### src/rtl/audio_pkg.sv
// -----------------------------------------------------------------------------
// audio_pkg
// Shared types and constants for the audio transmit path.
//   STEREO_N          : sample width carried by stereo_t
//   SLOT_BITS_DEFAULT : BCLK periods per channel slot for a 96 kHz / 16-bit frame
//   stereo_t          : one left/right PCM pair
//   tx_state_e        : serialiser state (IDLE, LEFT, RIGHT)
// -----------------------------------------------------------------------------
package audio_pkg;

    localparam int STEREO_N          = 16;
    localparam int SLOT_BITS_DEFAULT = 16;

    typedef struct packed {
        logic [STEREO_N-1:0] left;
        logic [STEREO_N-1:0] right;
    } stereo_t;

    typedef enum logic [1:0] {
        IDLE  = 2'd0,
        LEFT  = 2'd1,
        RIGHT = 2'd2
    } tx_state_e;

endpackage

### src/rtl/sample_fifo.sv
// -----------------------------------------------------------------------------
// sample_fifo
// Synchronous circular-buffer FIFO. Pushes while full and pops while empty are
// ignored. Read data is the head entry, valid whenever empty is low.
// Ports:
//   clk, reset      : clock, synchronous active-high reset
//   push, wdata     : write request and data
//   pop             : remove head entry
//   rdata           : head entry
//   level           : occupancy, 0..DEPTH
//   full, empty     : occupancy flags
// DEPTH must be a power of two (pointers wrap by overflow), at least 2.
// -----------------------------------------------------------------------------
module sample_fifo #(
    parameter int WIDTH = 32,
    parameter int DEPTH = 4
) (
    input  logic                   clk,
    input  logic                   reset,
    input  logic                   push,
    input  logic                   pop,
    input  logic [WIDTH-1:0]       wdata,
    output logic [WIDTH-1:0]       rdata,
    output logic [$clog2(DEPTH):0] level,
    output logic                   full,
    output logic                   empty
);

    localparam int AW = $clog2(DEPTH);
    localparam int LW = AW + 1;

    logic [WIDTH-1:0] mem_q [DEPTH];
    logic [AW-1:0]    wr_ptr_q;
    logic [AW-1:0]    rd_ptr_q;
    logic [LW-1:0]    level_q;
    logic [LW-1:0]    level_d;
    logic             push_ok;
    logic             pop_ok;

    assign full    = (level_q == LW'(DEPTH));
    assign empty   = (level_q == '0);
    assign push_ok = push && !full;
    assign pop_ok  = pop && !empty;
    assign rdata   = mem_q[rd_ptr_q];
    assign level   = level_q;

    always_comb begin
        level_d = level_q;
        case ({push_ok, pop_ok})
            2'b10:   level_d = level_q + LW'(1);
            2'b01:   level_d = level_q - LW'(1);
            default: level_d = level_q;
        endcase
    end

    // Storage needs no reset; entries are only read after being written.
    always_ff @(posedge clk) begin
        if (push_ok) begin
            mem_q[wr_ptr_q] <= wdata;
        end
    end

    always_ff @(posedge clk) begin
        if (reset) begin
            wr_ptr_q <= '0;
            rd_ptr_q <= '0;
            level_q  <= '0;
        end else begin
            if (push_ok) begin
                wr_ptr_q <= wr_ptr_q + AW'(1);
            end
            if (pop_ok) begin
                rd_ptr_q <= rd_ptr_q + AW'(1);
            end
            level_q <= level_d;
        end
    end

endmodule

### src/rtl/i2s_dac_tx.sv
// -----------------------------------------------------------------------------
// i2s_dac_tx
// Left-justified, MSB-first serialiser for the WM8731 DAC with the codec as
// bus master. BCLK and DACLRCK are oversampled on clk; a small FIFO decouples
// upstream producers from frame timing.
// Ports:
//   clk, reset                  : system clock, synchronous active-high reset
//   bclk, daclrck               : codec bit / frame clocks (asynchronous)
//   sample_left/right/valid     : upstream stereo word pair, pushed when ready
//   sample_ready                : FIFO not full
//   dacdat                      : registered serial data to AUD_DACDAT
//   underrun                    : one-clk pulse, left slot started with FIFO empty
//   fifo_level                  : FIFO occupancy
// Build option:
//   I2S_DAC_TX_HOLD_EN defined  : underrun frames repeat the last popped pair
//   undefined                   : underrun frames transmit zeros
//
// state | meaning
// IDLE  | waiting for a frame start, dacdat held low
// LEFT  | shifting left word, zero padding after N bits
// RIGHT | shifting right word, zero padding after N bits
// -----------------------------------------------------------------------------
module i2s_dac_tx
    import audio_pkg::*;
#(
    parameter int N         = 16,
    parameter int DEPTH     = 4,
    parameter int SLOT_BITS = SLOT_BITS_DEFAULT
) (
    input  logic                   clk,
    input  logic                   reset,
    input  logic                   bclk,
    input  logic                   daclrck,
    input  logic [N-1:0]           sample_left,
    input  logic [N-1:0]           sample_right,
    input  logic                   sample_valid,
    output logic                   sample_ready,
    output logic                   dacdat,
    output logic                   underrun,
    output logic [$clog2(DEPTH):0] fifo_level
);

    // Counter wide enough to hold both SLOT_BITS-1 and N for the padding compare.
    localparam int             CW      = $clog2(SLOT_BITS + 1);
    localparam logic [CW-1:0]  CNT_MAX = CW'(SLOT_BITS - 1);
    localparam logic [CW-1:0]  N_C     = CW'(N);

    logic [2:0]      bclk_sync_q;
    logic [1:0]      lrck_sync_q;
    logic            lrck_prev_q;
    logic            lrck_valid_q;
    tx_state_e       state_q;
    logic [N-1:0]    shift_l_q;
    logic [N-1:0]    shift_r_q;
    logic [CW-1:0]   bit_cnt_q;
    logic [CW-1:0]   bit_cnt_d;
    logic            dacdat_q;
    logic            underrun_q;

    logic            fall_evt;
    logic            lrck_now;
    logic            frame_start;
    logic            right_start;
    logic            fifo_full;
    logic            fifo_empty;
    logic [2*N-1:0]  fifo_rdata;
    logic [N-1:0]    load_l;
    logic [N-1:0]    load_r;

    // Two flops to synchronise, a third (bclk) for edge detection. The lrck
    // edge is detected against lrck_prev_q, which is latched only on fall events.
    always_ff @(posedge clk) begin
        if (reset) begin
            bclk_sync_q <= '0;
            lrck_sync_q <= '0;
        end else begin
            bclk_sync_q <= {bclk_sync_q[1:0], bclk};
            lrck_sync_q <= {lrck_sync_q[0], daclrck};
        end
    end

    assign fall_evt = bclk_sync_q[2] && !bclk_sync_q[1];
    assign lrck_now = lrck_sync_q[1];

    // lrck_valid_q blocks edge decisions until one lrck value has been latched
    // after reset, so a reset in mid-left-slot cannot be mistaken for a frame start.
    assign frame_start = fall_evt && lrck_valid_q && lrck_now && !lrck_prev_q;
    assign right_start = fall_evt && lrck_valid_q && !lrck_now && lrck_prev_q
                         && (state_q != IDLE);

    sample_fifo #(
        .WIDTH (2 * N),
        .DEPTH (DEPTH)
    ) u_fifo (
        .clk   (clk),
        .reset (reset),
        .push  (sample_valid),
        .pop   (frame_start && !fifo_empty),
        .wdata ({sample_left, sample_right}),
        .rdata (fifo_rdata),
        .level (fifo_level),
        .full  (fifo_full),
        .empty (fifo_empty)
    );

`ifdef I2S_DAC_TX_HOLD_EN
    logic [2*N-1:0] hold_q;

    always_ff @(posedge clk) begin
        if (reset) begin
            hold_q <= '0;
        end else if (frame_start && !fifo_empty) begin
            hold_q <= fifo_rdata;
        end
    end

    assign {load_l, load_r} = fifo_empty ? hold_q : fifo_rdata;
`else
    assign {load_l, load_r} = fifo_empty ? '0 : fifo_rdata;
`endif

    assign bit_cnt_d = (bit_cnt_q == CNT_MAX) ? bit_cnt_q : bit_cnt_q + CW'(1);

    // Shift registers rotate rather than shift; bits past N are masked by the
    // counter compare, so what rotates back in is never driven out.
    always_ff @(posedge clk) begin
        if (reset) begin
            state_q      <= IDLE;
            lrck_prev_q  <= 1'b0;
            lrck_valid_q <= 1'b0;
            shift_l_q    <= '0;
            shift_r_q    <= '0;
            bit_cnt_q    <= '0;
            dacdat_q     <= 1'b0;
            underrun_q   <= 1'b0;
        end else begin
            underrun_q <= 1'b0;
            if (fall_evt) begin
                lrck_prev_q  <= lrck_now;
                lrck_valid_q <= 1'b1;
            end
            if (frame_start) begin
                shift_l_q  <= load_l;
                shift_r_q  <= load_r;
                bit_cnt_q  <= '0;
                dacdat_q   <= load_l[N-1];
                underrun_q <= fifo_empty;
                state_q    <= LEFT;
            end else if (right_start) begin
                bit_cnt_q <= '0;
                dacdat_q  <= shift_r_q[N-1];
                state_q   <= RIGHT;
            end else if (fall_evt) begin
                case (state_q)
                    LEFT: begin
                        shift_l_q <= {shift_l_q[N-2:0], shift_l_q[N-1]};
                        bit_cnt_q <= bit_cnt_d;
                        dacdat_q  <= (bit_cnt_d < N_C) ? shift_l_q[N-2] : 1'b0;
                    end
                    RIGHT: begin
                        shift_r_q <= {shift_r_q[N-2:0], shift_r_q[N-1]};
                        bit_cnt_q <= bit_cnt_d;
                        dacdat_q  <= (bit_cnt_d < N_C) ? shift_r_q[N-2] : 1'b0;
                    end
                    default: begin
                        dacdat_q <= 1'b0;
                    end
                endcase
            end
        end
    end

    assign sample_ready = !fifo_full;
    assign dacdat       = dacdat_q;
    assign underrun     = underrun_q;

endmodule

### config.mk
export PLATFORM = sky130hd
export DESIGN_NAME = i2s_dac_tx
export DESIGN_NICKNAME = d
export VERILOG_FILES = /design/src/rtl/audio_pkg.sv /design/src/rtl/sample_fifo.sv /design/src/rtl/i2s_dac_tx.sv
export SDC_FILE = /design/constraint.sdc
export NUM_CORES = 1
export LEC_CHECK = 0
export BUFFER_PORTS_ARGS = -buffer_cell sky130_fd_sc_hd__buf_2
export CAP_MARGIN = 5
export CORE_ASPECT_RATIO = 0.75
export CORE_UTILIZATION = 50
export CTS_CLUSTER_SIZE = 8
export DETAILED_ROUTE_END_ITERATION = 16
export GPL_ROUTABILITY_DRIVEN = 0
export GPL_TIMING_DRIVEN = 0
export PLACE_DENSITY = 0.73
export SYNTH_ARGS = -nofsm -noshare
export SYNTH_HDL_FRONTEND = slang
export SYNTH_SLANG_ARGS = --single-unit
### constraint.sdc
create_clock -name clk -period 4.45 [get_ports clk]
set_input_delay 0.89 -clock clk [delete_from_list [all_inputs] [get_ports clk]]
set_output_delay 0.89 -clock clk [all_outputs]
set_load 0.02 [all_outputs]
==> impl_metrics.yaml, run 1 <==
drt:
  antenna_left: 0
  dr_total_vias: 4102
  drc: 0
  finalWirelength_um: 13500
  routedWlPerCell_um: 18.3
  via_per_inst: 5.57
  drt-pass1-iter-count: 5
  drtIter0Drc: 387
power:
  leakagePower_nw: 2.73
  ir_drop_v: 0.000242
  internal_power_w: 0.00269
  p_switching_w: 0.000783
  power_density_nw_per_um2: 420
  seq_power_share: 0.553
  switching_share: 0.225
  p_clk_frac: 0.408
  combPwrFrac: 0.040
worst_setup_path:
  setup.worst_path.start_class: "flip-flop"
  cp-end-kind: "flip-flop"
  worstReg2RegStart: "bclk_sync_q[1]"
  path_max_fanout: 10
  critical_path.startpoint: "bclk_sync_q[1]"
  cp.arrival_ns: 2.93
  required_ns: 4.81
  path_class: "flip-flop to flip-flop"
layout:
  nNetsFinal: 575
  syn_to_final_growth_pct: 14.0
  drive_gt1_frac: 0.246
  final_cell_count_no_fill: 736
  antennaDiodeCount: 0
  fin_util: 0.593
placement:
  dp_hpwl_um: 8710
  portBuffers: 41
  placed_cells: 704
clock_network:
  htreeDepth: 4
  clockBufferDepth: 2
  cts_tree: "yes"
  postCtsSetupBuffers: 0
  cts_buffers: 17
  cts.sinks: 185
  ctsHoldBuffers: 0
  ctsResizeCount: 0
  clock_latency_ns: 0.43
  root_buffer: "clkbuf_16"
  clk_pin_slew_worst_paths_ns: 0.07
logic_synthesis:
  synth_compound_area_frac: 0.0847
  ys.flop_type: "edfxtp_1"
  synth_top_family_by_area: "multiplexers"
  synth_seq_cells: 185
  synthCells: 468
  avgSynthCellArea_um2: 15.5
  seq_area_frac_synth: 0.687
  synthXorXnorAreaFrac: 0.00725
  syn_nets: 515
  synth_edf_count: 128
  synthTopCellsByCount: "128 x edfxtp_1, 57 x dfxtp_1, 45 x nor2_1"
  synthTopCellsByArea: "edfxtp_1 53%, dfxtp_1 16%, mux4_2 9.9%, a311oi_1 3.5%, nor2_1 2.3%"
  synth_top_cell_area_share: 0.530
  ys_async_sr_fraction: 0
  yosys.area_share.simple: 0.0720
  muxShareOfSynthArea: 0.101
  synth_fa_ha_area_frac: 0.0183
  yosys.area.top_type: "edfxtp_1"
  ys_warn_count: 0
  mappedNetlistArea_um2: 7250
  yosysMostFrequentCell: "edfxtp_1"
  ys_types: 44
sta:
  hold_viol: 0
  fin_tns_setup_ns: 0
  rsz0062_at_grt: "no"
  finalClockSkew_ns: 0.00801
  period_minus_slack_ns: 2.57
  maxSlewHeadroom: 0.382
  clock.fmax_mhz: 389
  fin_hold_ws_ns: 0.453
  finalMaxSlewViolations: 0
  worst_pin_slew_ns: 0.928
  setup_viol_count_final: 0
  timing.final.crit_share: 0.578
floorplan:
  die_y_um: 106
  core-area_um2: 13900
  die_w_um: 141
  start_util: 0.520
  dieArea_um2: 15000
  std_cell_rows: 37
  io_pins: 43
grt:
  grt_pass1_wl_um: 21900
  globalRouteTotalUtil: 0.196
  overflow: 0
  antenna_found_initial: 1
  grt_max_degree: 33
  first_global_vias: 4232
hold_path:
  hold_start: "lrck_sync_q[0]"
  hp-class: "flip-flop to flip-flop"
run:
  cap_violations: 0
run_status:
  status: "completed"
==> sequential cells by signal (all words and copies together), names as in the netlist, named ones only <==
name and cells:
bclk_sync_q 3, bit_cnt_q 5, dacdat 1, lrck_prev_q 1, lrck_sync_q 2, lrck_valid_q 1
shift_l_q 16, shift_r_q 16, state_q 2, u_fifo.level 3, u_fifo.mem_q 128, u_fifo.rd_ptr_q 2
u_fifo.wr_ptr_q 2, underrun 1
==> logic make-up after synthesis <==
kind of cell / Yosys count
AO/OA/AOI/OAI: 84
flip-flops: 185
multiplexers: 33
XOR/XNOR: 6
buffers and inverters: 40
AND/OR/NAND/NOR: 110
adder cells (fa/ha/maj): 10
==> layer usage <==
metal / vias to the layer above / share of wire / global-route usage / wire, um
met2: 106 / 0.45 / 0.301 / 6100
met1: 2053 / 0.48 / 0.275 / 6450
met3: 26 / 0.050 / 0.0446 / 669
li1: 1915 / - / - / -
met4: 2 / 0.018 / 0.0761 / 240
met5: - / 0.00074 / 0 / 10
==> final timing paths <==
check        slack, ns         endpoint  depth (start not counted)
min               0.45   lrck_sync_q[1]                          1
min reg2reg       0.45   lrck_sync_q[1]                          1
max reg2reg       1.88  u_fifo.level[2]                         10
max               1.88  u_fifo.level[2]                         10
==> power by group through the flow <==
stage	Clock, W	Sequential, W	Combinational, W
2_1_floorplan	0	0.00196	0.0000759
3_3_place_gp	0	0.00196	0.000133
3_5_place_dp	0	0.00196	0.000140
4_1_cts	0.00144	0.00192	0.000141
5_1_grt	0.00150	0.00193	0.000151
6_report	0.00142	0.00192	0.000137
==> final cells by class <==
class | count | area [um2]
buffer | 28 | 169
clock buffer | 17 | 425
clock inverter | 15 | 135
fill | 1052 | 5670
inverter | 12 | 45.0
multi-input combinational | 243 | 2060
sequential | 185 | 4980
tap | 195 | 244
timing repair buffer | 41 | 205
==> critical path, stage by stage (launching register included) <==
cell      delay [ns]
dfxtp_1         0.32
nand2b_4        0.14
buf_6           0.14
nor3_4          0.45
buf_6           0.23
ha_1            0.19
inv_1           0.06
fa_1            0.37
xor2_1          0.15
or3_1           0.30
a21oi_1         0.14
==> through the flow <==
step	area (um2)	setup slack [ns]	total power (W)
4_1_cts	8270	1.86	0.00350
6_report	8270	1.88	0.00348
3_3_place_gp	7700	1.61	0.00209
3_5_place_dp	7700	1.88	0.00210
5_1_grt	8270	1.69	0.00358
2_1_floorplan	7250	1.96	0.00203
==> cell usage in the layout (no fill, tap or decap), types with 2 or more instances in the layout <==
cell type / n
buf_6: 6
a311oi_2: 3
or3_1: 2
buf_4: 3
nand3_1: 3
o21ai_0: 33
a211oi_1: 2
nand3b_1: 2
clkbuf_2: 2
inv_6: 3
buf_2: 45
xor2_1: 4
ha_1: 9
dfxtp_1: 57
clkinv_2: 2
clkinv_4: 3
a21oi_1: 8
a211oi_4: 2
inv_8: 4
nand2_1: 39
nor2_1: 45
a311oi_1: 29
clkbuf_1: 13
clkbuf_16: 17
inv_1: 12
edfxtp_1: 128
and3_2: 4
mux4_2: 32
xnor2_1: 2
nor2b_1: 5
Power figures use the tool's default switching activity.
==> inputs of run 2 (changes only) <==
Clock period 4.45 ns to 2.6 ns, I/O delays scaled along.
==> run 2 against run 1 <==
Clock-buffer cell count stayed put; die area unchanged; clock skew is 0.0012 ns lower; critical path type unchanged; largest cell class unchanged; largest power group unchanged.
==> impl_metrics.yaml, run 2 (same netlist as run 1, synthesis figures left out) <==
sta:
  setup_viol_count_final: 0
  hold_viol: 0
  fin_hold_ws_ns: 0.298
  rsz0062_at_grt: "no"
  finalMaxSlewViolations: 0
  clock.fmax_mhz: 409
  worst_pin_slew_ns: 0.924
  maxSlewHeadroom: 0.384
  fin_tns_setup_ns: 0
  timing.final.crit_share: 0.940
  period_minus_slack_ns: 2.44
  finalClockSkew_ns: 0.00679
floorplan:
  die_y_um: 106
  die_w_um: 141
  dieArea_um2: 15000
  std_cell_rows: 37
  core-area_um2: 13900
  io_pins: 43
  start_util: 0.520
clock_network:
  ctsHoldBuffers: 0
  clock_latency_ns: 0.43
  root_buffer: "clkbuf_16"
  cts_tree: "yes"
  clockBufferDepth: 2
  cts_buffers: 17
  htreeDepth: 4
  cts.sinks: 185
  clk_pin_slew_worst_paths_ns: 0.07
drt:
  dr_total_vias: 4141
  antenna_left: 0
  via_per_inst: 5.61
  drc: 0
  routedWlPerCell_um: 18.3
  drt-pass1-iter-count: 4
  drtIter0Drc: 347
  finalWirelength_um: 13500
worst_setup_path:
  required_ns: 2.96
  path_max_fanout: 6
  cp-end-kind: "flip-flop"
  max_stage_delay_ns: 0.47
  path_class: "flip-flop to flip-flop"
  slowest_stage: "or3b_1"
  worstSetupPathDepth: 9
  path_buf_inv: 2
  cp.arrival_ns: 2.80
  crit_top_cell: "inv_1"
  crit_family: "simple AND/OR/NAND/NOR gates"
  setup.worst_path.start_class: "flip-flop"
  rr_worst_depth: 9
  cp_cell_sequence: "or3b_1 > and2_1 > inv_1 > ha_1 > inv_1 > fa_1 > xor2_1 > or3_1 > a21oi_1"
  rrSetupSlack_ns: 0.16
hold_path:
  min_delay_path_depth: 1
  hp-class: "input port to flip-flop"
grt:
  overflow: 0
  grtUsageMet1: 0.275
  top_usage_layer: "met2"
  globalRouteTotalUtil: 0.196
  first_global_vias: 4232
  grt_max_degree: 33
  met2_usage: 0.301
  grt_util_met3: 0.0446
  antenna_found_initial: 1
  grt_pass1_wl_um: 21900
layout:
  fin_util: 0.594
  most-common-layout-cells: "128 x edfxtp_1, 57 x dfxtp_1, 45 x nor2_1, 45 x buf_2, 39 x nand2_1"
  top_regs: "u_fifo.mem_q (128), shift_l_q (16), shift_r_q (16)"
  layout_commonest_cell: "edfxtp_1"
  largest-register: "u_fifo.mem_q"
  syn_to_final_growth_pct: 14.2
  drive_gt1_frac: 0.249
  antennaDiodeCount: 0
  largest_register_ff_count: 128
  nNetsFinal: 577
run_status:
  status: "completed"
placement:
  dp_hpwl_um: 8710
  portBuffers: 41
power:
  ir_drop_v: 0.000414
  power_density_nw_per_um2: 718
  leakagePower_nw: 2.74
run:
  cap_violations: 0
-- run 2: cell types whose count changed in the layout (fill, tap and decap cells not counted), sizes merged --
cell / delta
buf: +2
-- run 2: timing repair --
| item | 4_1_cts | 5_1_grt |
|---|---|---|
| buffers inserted | 0 | 2 |
| resized for setup | 0 | 0 |
| endpoints found under the hold margin | 0 | 0 |
| endpoints found under the setup margin | 0 | 1 |
-- run 2: routing by layer --
layer  up-vias  wire, um
met2       135      6150
met5         -        10
met3        26       795
met1      2057      6300
li1       1921         -
met4         2       227
-- run 2: worst paths after layout --
check / to / from
worst max-delay path: u_fifo.level[2] / u_fifo.level[2]
worst min-delay path: u_fifo.mem_q[0][27] / sample_left[11]
worst max register to register: u_fifo.level[2] / u_fifo.level[2]
worst min register to register: lrck_sync_q[1] / lrck_sync_q[0]
-- run 2: area by class of cell --
class,instances,area (um2)
fill,1052,5650
multi-input combinational,243,2060
timing repair buffer,43,220
tap,195,244
clock inverter,15,135
inverter,12,45.0
buffer,28,169
sequential,185,4980
clock buffer,17,425
-- run 2: stage by stage --
stage                     total power [W]  instance area (um2)  instances  setup WS [ns]
final                             0.00594                 8280        738          0.156
after global routing              0.00613                 8280        738       0.000125
after CTS                         0.00599                 8270        736         0.0102
after detailed placement          0.00359                 7700        704         0.0282
after global placement            0.00358                 7700        704         0.0707
after floorplan                   0.00348                 7250        468          0.108
-- run 2: where the power goes --
group          total, W  internal (W)  switching, W
logic          0.000235     0.0000861      0.000148
registers       0.00329       0.00326     0.0000294
clock network   0.00242       0.00126       0.00116
==> inputs of run 3 (changes only) <==
Settings changed: ABC_AREA set to 1, PLACE_DENSITY 0.73 to 0.72.
==> run 3 against run 2 <==
Area after synthesis up 6.6%; critical path type unchanged; critical path depth grew 3; die area grew 6.5%; flip-flop and latch count did not move; combinational power up 6%; final area rose by 7.7%; clock-buffer cell count increased by 1; wire length rose by 23%; core utilization rose by 0.88 points; setup slack improved by 0.17 ns.
==> impl_metrics.yaml, run 3 <==
logic_synthesis:
  yosysMostFrequentCell: "nor2_1"
  syn_nets: 857
  synthTopCellsByCount: "210 x nor2_1, 128 x edfxtp_1, 120 x nand2_1"
  seq_area_frac_synth: 0.645
  synthCells: 810
  ys.flop_type: "edfxtp_1"
  ys_types: 24
  synthTopCellsByArea: "edfxtp_1 50%, dfxtp_1 15%, nor2_1 10%, nand2_1 5.8%, o21ai_0 3.8%"
  mappedNetlistArea_um2: 7730
  ys_warn_count: 0
  avgSynthCellArea_um2: 9.54
  synth_top_cell_area_share: 0.497
  yosys.area.top_type: "edfxtp_1"
  ys_async_sr_fraction: 0
  synth_seq_cells: 185
  synth_edf_count: 128
layout:
  nNetsFinal: 922
  antennaDiodeCount: 0
  largest_register_ff_count: 128
  top_regs: "u_fifo.mem_q (128), shift_l_q (16), shift_r_q (16)"
  fin_area_um2: 8920
  layout_commonest_cell: "nor2_1"
  seq_area_um2: 4980
  largest-register: "u_fifo.mem_q"
  fillers: 1227
  final_cell_count_no_fill: 1088
  multiInputGateArea_um2: 2320
  syn_to_final_growth_pct: 15.3
  most-common-layout-cells: "206 x nor2_1, 128 x edfxtp_1, 120 x nand2_1"
  drive_gt1_frac: 0.126
drt:
  via_per_inst: 5.16
  routedWlPerCell_um: 15.2
  drc: 0
  drt-pass1-iter-count: 5
  drtIter0Drc: 460
  dr_total_vias: 5616
  finalWirelength_um: 16600
  antenna_left: 0
run:
  cap_violations: 0
placement:
  dp_hpwl_um: 10400
  placed_cells: 1056
  place_area_um2: 8310
  portBuffers: 42
floorplan:
  core-area_um2: 14800
  io_pins: 43
  die_y_um: 110
  std_cell_rows: 38
  die_w_um: 146
  dieArea_um2: 16000
  start_util: 0.523
clock_network:
  root_buffer: "clkbuf_16"
  clockBufferDepth: 2
  postCtsSetupBuffers: 0
  ctsResizeCount: 0
  cts.sinks: 185
  clk_pin_slew_worst_paths_ns: 0.07
  ctsHoldBuffers: 0
  htreeDepth: 4
  clock_latency_ns: 0.44
  cts_buffers: 17
  cts_tree: "yes"
worst_setup_path:
  required_ns: 2.92
  setup.worst_path.start_class: "flip-flop"
  path_class: "flip-flop to flip-flop"
  cp.arrival_ns: 2.59
  cp-end-kind: "flip-flop"
  crit_family: "adder cells"
  max_stage_delay_ns: 0.39
  path_buf_inv: 3
  slowest_stage: "fa_1"
  cp_cell_sequence: "inv_1 > nor2_1 > nand3_2 > buf_6 > nor2_4 > ha_1 > inv_1 > fa_1 > a21oi_1 > o21ai_0 > o21ai_0 > a21oi_1"
  path_max_fanout: 10
sta:
  fin_hold_ws_ns: 0.292
  timing.final.crit_share: 0.873
  clock.fmax_mhz: 441
  finalMaxSlewViolations: 0
  maxSlewHeadroom: 0.578
  rsz0062_at_grt: "no"
  hold_viol: 0
  worst_pin_slew_ns: 0.632
  setup_viol_count_final: 0
  period_minus_slack_ns: 2.27
  finalClockSkew_ns: 0.0124
power:
  ir_drop_v: 0.000456
  leakagePower_nw: 3.47
  power_density_nw_per_um2: 690
grt:
  antenna_found_initial: 0
  grt_pass1_wl_um: 26500
  grt_max_degree: 30
  first_global_vias: 5260
  globalRouteTotalUtil: 0.218
  overflow: 0
run_status:
  status: "completed"
hold_path:
  hp-class: "input port to flip-flop"
## run 3: cell types whose count changed after synthesis, sizes merged, moves of 7 or more
cell / before / now
inv: 12 / 72
a311oi: 32 / 0
nand3: 3 / 43
buf: 13 / 20
o21ai: 33 / 73
mux4: 32 / 0
nand2: 39 / 124
nor2: 45 / 213
a21oi: 8 / 46
## run 3: final cells by class
type | instances | share of cell area
Buffer | 39 | 0.0209
Sequential cell | 185 | 0.559
Clock inverter | 14 | 0.0201
Tap cell | 200 | 0.0281
Multi-Input combinational cell | 514 | 0.260
Inverter | 72 | 0.0303
Timing Repair Buffer | 46 | 0.0334
Clock buffer | 18 | 0.0481
## run 3: worst paths after layout
| check | to | from | slack [ns] | cells after the start |
|---|---|---|---|---|
| worst min-delay path | bclk_sync_q[0] | bclk | 0.29 | 3 |
| worst max-delay path | u_fifo.level[2] | lrck_sync_q[1] | 0.33 | 12 |
| worst min register to register | bclk_sync_q[1] | bclk_sync_q[0] | 0.41 | 2 |
| worst max register to register | u_fifo.level[2] | lrck_sync_q[1] | 0.33 | 12 |
## run 3: tightest hold or removal path, cell delays in order
cell    delay, ns
buf_2        0.09
inv_1        0.04
nor2_1       0.03
## run 3: cells by family after synthesis
logic type	share of synthesized area
fa+ha+maj	0.0172
compound gates	0.0790
simple gates	0.199
flops	0.645
xor+xnor	0.00113
buf+inv	0.0591
## run 3: routing by layer
layer / wire (um) / track usage / vias to the layer above
met4: 379 / 0.0910 / 0
met3: 1020 / 0.0357 / 30
met5: 0 / 0 / -
met1: 7750 / 0.296 / 2620
li1: - / - / 2780
met2: 7440 / 0.354 / 186
## run 3: metrics by stage
stage	TNS, ns	power [W]	setup slack, ns	utilization
2_1_floorplan	-28.34	0.00347	-0.221	-
3_3_place_gp	-135.81	0.00357	-1.12	0.554
3_5_place_dp	0	0.00359	0.311	0.562
4_1_cts	0	0.00617	0.350	0.603
5_1_grt	0	0.00631	0.152	0.603
6_report	0	0.00615	0.330	0.603
## run 3: power breakdown
group	leakage [nW]	internal [W]	switching (W)	total, W
combinational	1.54	0.0000778	0.000171	0.000249
sequential	1.64	0.00325	0.0000266	0.00328
clock	0.296	0.00139	0.00124	0.00263
